<file path="src/rtl/inst_axi_bridge.sv">
// Purpose: bridges the IF-stage SRAM-like fetch port to a single-ID AXI read channel.
// Latency: addr_ok at N -> arvalid at N+1; R handshake at M -> data_ok/rdata at M+1.
// Backpressure: addr_ok is withheld while AR is pending or the outstanding budget is full; rready drops when nothing is outstanding.
module inst_axi_bridge #(
  parameter int         OUTSTANDING_MAX = 2,
  parameter logic [3:0] AXI_ID          = 4'd0
) (
  input  logic        clk,
  input  logic        reset,
  input  logic        inst_sram_req,
  input  logic        inst_sram_wr,
  input  logic [1:0]  inst_sram_size,
  input  logic [31:0] inst_sram_addr,
  output logic        inst_sram_addr_ok,
  output logic        inst_sram_data_ok,
  output logic [31:0] inst_sram_rdata,
  output logic [3:0]  arid,
  output logic [31:0] araddr,
  output logic [7:0]  arlen,
  output logic [2:0]  arsize,
  output logic [1:0]  arburst,
  output logic        arvalid,
  input  logic        arready,
  input  logic [3:0]  rid,
  input  logic [31:0] rdata,
  input  logic [1:0]  rresp,
  input  logic        rvalid,
  output logic        rready
);

  typedef enum logic {AR_IDLE = 1'b0, AR_BUSY = 1'b1} ar_state_t;

  localparam logic [1:0] CNT_MAX = 2'(OUTSTANDING_MAX);

  ar_state_t   ar_state;
  logic [1:0]  cnt;
  logic [31:0] araddr_q;
  logic [1:0]  size_q;
  logic        arvalid_q;
  logic        data_ok_q;
  logic [31:0] rdata_q;
  logic        r_hs;
  logic        unused_ok;

  // Single ID means in-order return, so the R-side identity and response code carry no information here.
  assign unused_ok = &{1'b0, rid, rresp};

  assign r_hs              = rvalid && rready;
  assign inst_sram_addr_ok = inst_sram_req && ~inst_sram_wr && ~arvalid_q && (cnt < CNT_MAX);
  assign rready            = (cnt != 2'd0);

  assign arid              = AXI_ID;
  assign arlen             = 8'd0;
  assign arburst           = 2'b01;
  assign araddr            = araddr_q;
  assign arsize            = {1'b0, size_q};
  assign arvalid           = arvalid_q;
  assign inst_sram_data_ok = data_ok_q;
  assign inst_sram_rdata   = rdata_q;

  // AR channel FSM: latch the accepted fetch and hold it on AR until the slave takes it.
  always_ff @(posedge clk or posedge reset) begin
    if (reset) begin
      ar_state  <= AR_IDLE;
      arvalid_q <= 1'b0;
      araddr_q  <= 32'h0;
      size_q    <= 2'd0;
    end else begin
      case (ar_state)
        AR_IDLE: begin
          if (inst_sram_addr_ok) begin
            ar_state  <= AR_BUSY;
            arvalid_q <= 1'b1;
            araddr_q  <= inst_sram_addr;
            size_q    <= inst_sram_size;
          end
        end
        AR_BUSY: begin
          if (arready) begin
            ar_state  <= AR_IDLE;
            arvalid_q <= 1'b0;
          end
        end
        default: begin
          ar_state  <= AR_IDLE;
          arvalid_q <= 1'b0;
        end
      endcase
    end
  end

  // Outstanding counter: accepted-but-unreturned fetches, saturating at both ends.
  always_ff @(posedge clk or posedge reset) begin
    if (reset) begin
      cnt <= 2'd0;
    end else begin
      case ({inst_sram_addr_ok, r_hs})
        2'b10:   if (cnt != CNT_MAX) cnt <= cnt + 2'd1;
        2'b01:   if (cnt != 2'd0)    cnt <= cnt - 2'd1;
        default: cnt <= cnt;
      endcase
    end
  end

  // Return path: capture each R beat and flag it to the IF stage for one cycle.
  always_ff @(posedge clk or posedge reset) begin
    if (reset) begin
      data_ok_q <= 1'b0;
      rdata_q   <= 32'h0;
    end else begin
      data_ok_q <= r_hs;
      if (r_hs) rdata_q <= rdata;
    end
  end

endmodule

</file>
<file path="config.mk">
export PLATFORM = sky130hd
export DESIGN_NAME = inst_axi_bridge
export DESIGN_NICKNAME = d
export VERILOG_FILES = /design/src/rtl/inst_axi_bridge.sv
export SDC_FILE = /design/constraint.sdc
export NUM_CORES = 1
export LEC_CHECK = 0
export ABC_AREA = 0
export CORE_ASPECT_RATIO = 2
export CORE_MARGIN = 3
export CORE_UTILIZATION = 42
export DETAILED_ROUTE_END_ITERATION = 12
export PLACE_DENSITY = 0.88
export SLEW_MARGIN = 20
export SYNTH_ARGS = -nofsm -noshare
export SYNTH_HDL_FRONTEND = slang
export SYNTH_SLANG_ARGS = --single-unit
</file>
<file path="constraint.sdc">
create_clock -name clk -period 4.3 [get_ports clk]
set_input_delay 0.86 -clock clk [delete_from_list [all_inputs] [get_ports clk]]
set_output_delay 0.86 -clock clk [all_outputs]
set_load 0.005 [all_outputs]
</file>
* Yosys cells after proc, flatten, opt, wreduce, memory -nomap -nowiden
Cells that the tools add are included.
** Storage, ports and cells
- Register bits :: 71
- Logic and storage cells :: 38
- Output and inout bits :: 85
** Operators by class
- Eq/ne operators :: 7
- Order comparisons :: 1
- Add/sub/neg operators :: 2
- Bitwise operators :: 3
- Reductions and logical operators :: 9
- Mux-type cells :: 9
** Operator list (number)
- 2-bit inequality test, second input constant :: 5
- 1-bit logical AND :: 4
- 1-bit two-way mux :: 4
- 2-bit two-way mux :: 2
- 1-bit case mux with 2 select lines :: 2
- 2-bit case mux with 2 select lines :: 1
- 2-bit AND reduction :: 2
- 2-bit nonzero test :: 2
- 1-bit NOT :: 3
- 3-bit AND reduction :: 1
- 2-bit by 1-bit adder with 2-bit output, second input constant :: 1
- 2-bit by 1-bit == test with 1-bit output, second input constant :: 1
- 2-bit == test, second input constant :: 1
- 2-bit less-than comparator, second input constant :: 1
- 2-bit by 1-bit subtractor with 2-bit output, second input constant :: 1

* Logic depth before layout (Yosys ltp)
- Depth in word-level cells :: 7
- Gate-level depth with buffers :: 5

* Least setup slack after synthesis
No wires, ideal clock.
- Path kind :: in2reg
- Start :: input port inst_sram_wr
- End :: register araddr_q[0], in the netlist araddr[0]
- Required time :: 4.175 ns
- Arrival time :: 1.940 ns
- Library setup time :: 0.125 ns
- Setup slack :: 2.235 ns
- Cell stages on the path :: 5
- Cell sequence :: nor4b_4 -> and2b_1 -> buf_6 -> buf_12 -> mux2_4
** On the way
- Cells in the longest elaborated chain, start to end :: 5
** Ends and longest elaborated chain
- start, declared :: line 11 : input logic inst_sram_wr,
- 1-bit NOT :: line 49 : assign inst_sram_addr_ok = inst_sram_req && ~inst_sram_wr && ~arvalid_q && (cnt < CNT_MAX);
- 1-bit logical AND (3 in series) :: line 49
- 2-bit AND reduction (no source line)
- end signal, assigned :: line 74 : araddr_q <= inst_sram_addr;
- end, declared :: line 37 : logic [31:0] araddr_q;
Every way passes these cells.
A chain may end at the register's enable or synchronous reset.

* Worst setup path in the final report
- Start :: input port inst_sram_wr
- End :: output port inst_sram_addr_ok
** On the way
- Cells in the longest elaborated chain, start to end :: 4
** Ends and longest elaborated chain
- 1-bit NOT :: line 49
- 1-bit logical AND (3 in series) :: line 49
- end, declared :: line 14 : output logic inst_sram_addr_ok,
Every way passes these cells.

==> summary.txt <==
Outcome
  • Status: completed

Clocking
  • PostCTS Resize Cnt: 0
  • Reg clk slew, reported paths: about 50 ps
  • Clock Sinks: 71
  • Hold-fix buffers at CTS: 0
  • Cts bufs inserted: 9
  • H-tree depth: 3
  • Maximum root-to-sink buffer count: 2
  • Worst-skew pair later-pin latency: ~320 ps
  • Setup bufs post-CTS: 0
  • TritonCTS clock tree: built
  • Root Driver: clkbuf_16

Critical path
  • Delay of the slowest cell on the worst path: between 500 and 600 ps
  • CP top delay family: buffers and inverters
  • Crit-path max FO: 3
  • Required @ worst endpoint: roughly 3400 ps
  • CP Cell Sequence: clkdlybuf4s50_1, nor4b_4, clkdlybuf4s50_1
  • Worst setup path class: in2out
  • CP startpoint kind: input port
  • Crit path arrival time: approximately 2300 ps
  • Crit-path slowest cell: clkdlybuf4s50_1
  • Worst Setup End Kind: output port
  • Worst path bufs/invs: 2
  • Most frequent CP cell: clkdlybuf4s50_1

Layout
  • Area grow syn2layout: 57.4%
  • Final Core Density: between 60% and 70%
  • Fillers: 530
  • Final instance area: between 4000 and 5000 um^2
  • Final Net Count: around 400
  • Ant. Diodes: 0
  • Area of the multi-input gates: 1010 um^2
  • Reg area: 1780 um^2
  • Fraction of layout cells with a size suffix above 1: 27.0%

Synthesis
  • Largest area contributor in the netlist: dfrtp_1
  • Synth Area per Inst: about 17 um^2
  • Yosys cell types: 19
  • Synth area leaders: dfrtp_1, mux2_2, mux2_4, buf_4, buf_12
  • Flops & latches, synth: 71
  • Top cell type's share of synthesized area: 60.0%
  • Sequential fraction of the synthesis area: around 60%
  • Synthesized area: between 2000 and 3000 um^2
  • Ys Warns: 0
  • Cell count after synthesis: 179

Power and ir drop
  • Pwr/cell area: about 700 nW/um^2
  • VDD IR-drop max: between 0.4 and 0.5 mV
  • Gate power share: a little over two fifths
  • Internal power: between 2 and 2.5 mW
  • Clk pwr share: approximately 23%
  • Switching power: 0.821 mW
  • Net Sw Frac: around 25%
  • Sequential power share: around 36%
  • Leakage Power: between 2 and 2.5 nW

Timing
  • Fmax achieved: around 320 MHz
  • Final setup fails: 0
  • Worst Tran Pin Value: approximately 640 ps
  • Final count of pins violating max slew: 0
  • Tcrit/Tclk final: a little over 70%
  • Setup TNS: 0 ps
  • Skew final: around 5.2 ps
  • Final Hold Viols: 0
  • RSZ-0062 raised after global routing: false
  • Worst slew margin: between 50% and 60%
  • Min Clock Period, post-route: between 3000 and 4000 ps

Global route
  • Vias in the first global route: ~2,200
  • Grt total ovfl: 0
  • Pin count of the biggest net entering global routing: 44
  • Gr usage total: between 15 and 20%
  • Antenna violations before repair: 0
  • First-pass GRT wire length: 11.1 mm

Floorplanning
  • Placeable Area: between 6000 and 7000 um^2
  • Ports: ~160
  • Row cnt: between 40 and 50
  • Die area: 8150 um^2
  • Die height: roughly 120 um
  • Starting Density: between 40% and 50%
  • Die width: approximately 65 um

Routing
  • Vias per cell: around 4.6
  • Final wirelength: slightly above 7 mm
  • Via Count: around 1,900
  • DR WL/cell: 17.2 um
  • DRT iter0 DRCs: between 50 and 60
  • Antenna Nets Post-Route: 0
  • Drc violations: 0
  • Detailed Routing Iterations Pass 1: 4

Placed design
  • Post-DP Area: around 4300 um^2
  • Gpl congestion: just over 0.7
  • PortBufs: around 140
  • Hpwl dp: between 5 and 6 mm

Run
  • MaxCap Viol Count: 0

Worst hold path
  • Hold crit path type: reg2reg
## placed cells by master (no fill, tap or decap)
master / synthesis / final
nand2_1: 2 / 2
clkbuf_16: 0 / 9
conb_1: 2 / 15
inv_1: 4 / 3
or2_2: 2 / 2
clkdlybuf4s50_1: 0 / 141
clkinv_2: 0 / 2
nor2b_1: 2 / 2
buf_4: 18 / 3
clkbuf_1: 0 / 1
mux2_4: 28 / 28
mux2_2: 38 / 38
a21boi_0: 1 / 1
and2b_2: 0 / 1
a21oi_1: 1 / 1
bufinv_16: 0 / 1
nor4b_4: 1 / 1
o21ai_0: 1 / 1
xnor2_1: 1 / 1
nor3b_1: 1 / 1
a21o_1: 1 / 1
inv_2: 0 / 1
clkbuf_8: 0 / 3
dfrtp_1: 71 / 71
## final timing paths
kind / startpoint / end / slack [ps] / cells past startpoint
worst min-delay path: ar_state$_DFF_PP0_ / ar_state$_DFF_PP0_ / 500 / 1
max in group asynchronous: reset / inst_sram_rdata[30]$_DFFE_PP0P_ / 2420 / 3
worst min register to register: ar_state$_DFF_PP0_ / ar_state$_DFF_PP0_ / 500 / 1
min in group asynchronous: reset / inst_sram_rdata[16]$_DFFE_PP0P_ / 930 / 2
worst max register to register: arvalid$_DFFE_PP0P_ / araddr[14]$_DFFE_PP0P_ / 2080 / 4
worst max-delay path: inst_sram_wr / inst_sram_addr_ok / 1190 / 3
## sequential cells by signal, summed over array words and instances, names as in the netlist
name               cells
inst_sram_rdata       32
cnt                    2
ar_state               1
araddr                32
arvalid                1
inst_sram_data_ok      1
size_q                 2
## cell families (layout without fill, tap and decap cells)
family	count (synthesis)	after routing	share of synthesized area [%]
DFF	71	71	60.0
and+or+nand+nor	9	9	2.41
buffers and inverters	26	164	7.48
AOI/OAI and AO/OA	4	4	0.846
other	2	15	0.254
muxes	66	66	28.7
xor gates and xnor gates	1	1	0.296
## through the flow
step                      hold WS, ps  std cells  setup WS, ps  total power [mW]
final                             498        418          1190              3.31
after global routing              514        418          1140              3.49
after CTS                         503        418          1190              3.36
after detailed placement          492        402          1150              2.59
after global placement            481        402          1200              2.52
after floorplan                   459        192          1640              1.76
## layer usage
| metal | track usage (%) | vias up | part of all wire [%] |
|---|---|---|---|
| met4 | 9.29 | 0 | 3.3 |
| met5 | 0 | - | 0 |
| met2 | 34.2 | 101 | 58 |
| met3 | 5.87 | 15 | 6.5 |
| li1 | - | 866 | - |
| met1 | 17.0 | 932 | 32 |
## power groups by stage
stage,registers (mW),clock network (mW),logic [mW]
3_5_place_dp,1.20,0,1.39
5_1_grt,1.23,0.792,1.46
6_report,1.19,0.744,1.38
3_3_place_gp,1.17,0,1.35
2_1_floorplan,1.20,0,0.554
4_1_cts,1.19,0.766,1.40
## cell usage after synthesis
library cell and number:
a21oi_1 1, mux2_4 28, a21o_1 1, nand2_1 2
buf_12 3, dfrtp_1 71, a21boi_0 1, inv_1 4
buf_6 1, nor3b_1 1, mux2_2 38, or2_2 2
conb_1 2, buf_4 18, o21ai_0 1, xnor2_1 1
and2b_1 1, nor2b_1 2, nor4b_4 1
## final cells by class
type / count / area share (%)
Sequential cell: 71 / 38.2
Timing Repair Buffer: 144 / 30.8
Multi-Input combinational cell: 95 / 21.7
Clock buffer: 13 / 5.80
Tap cell: 88 / 2.36
Clock inverter: 3 / 0.860
Inverter: 4 / 0.322
Power figures use the tool's default switching activity.
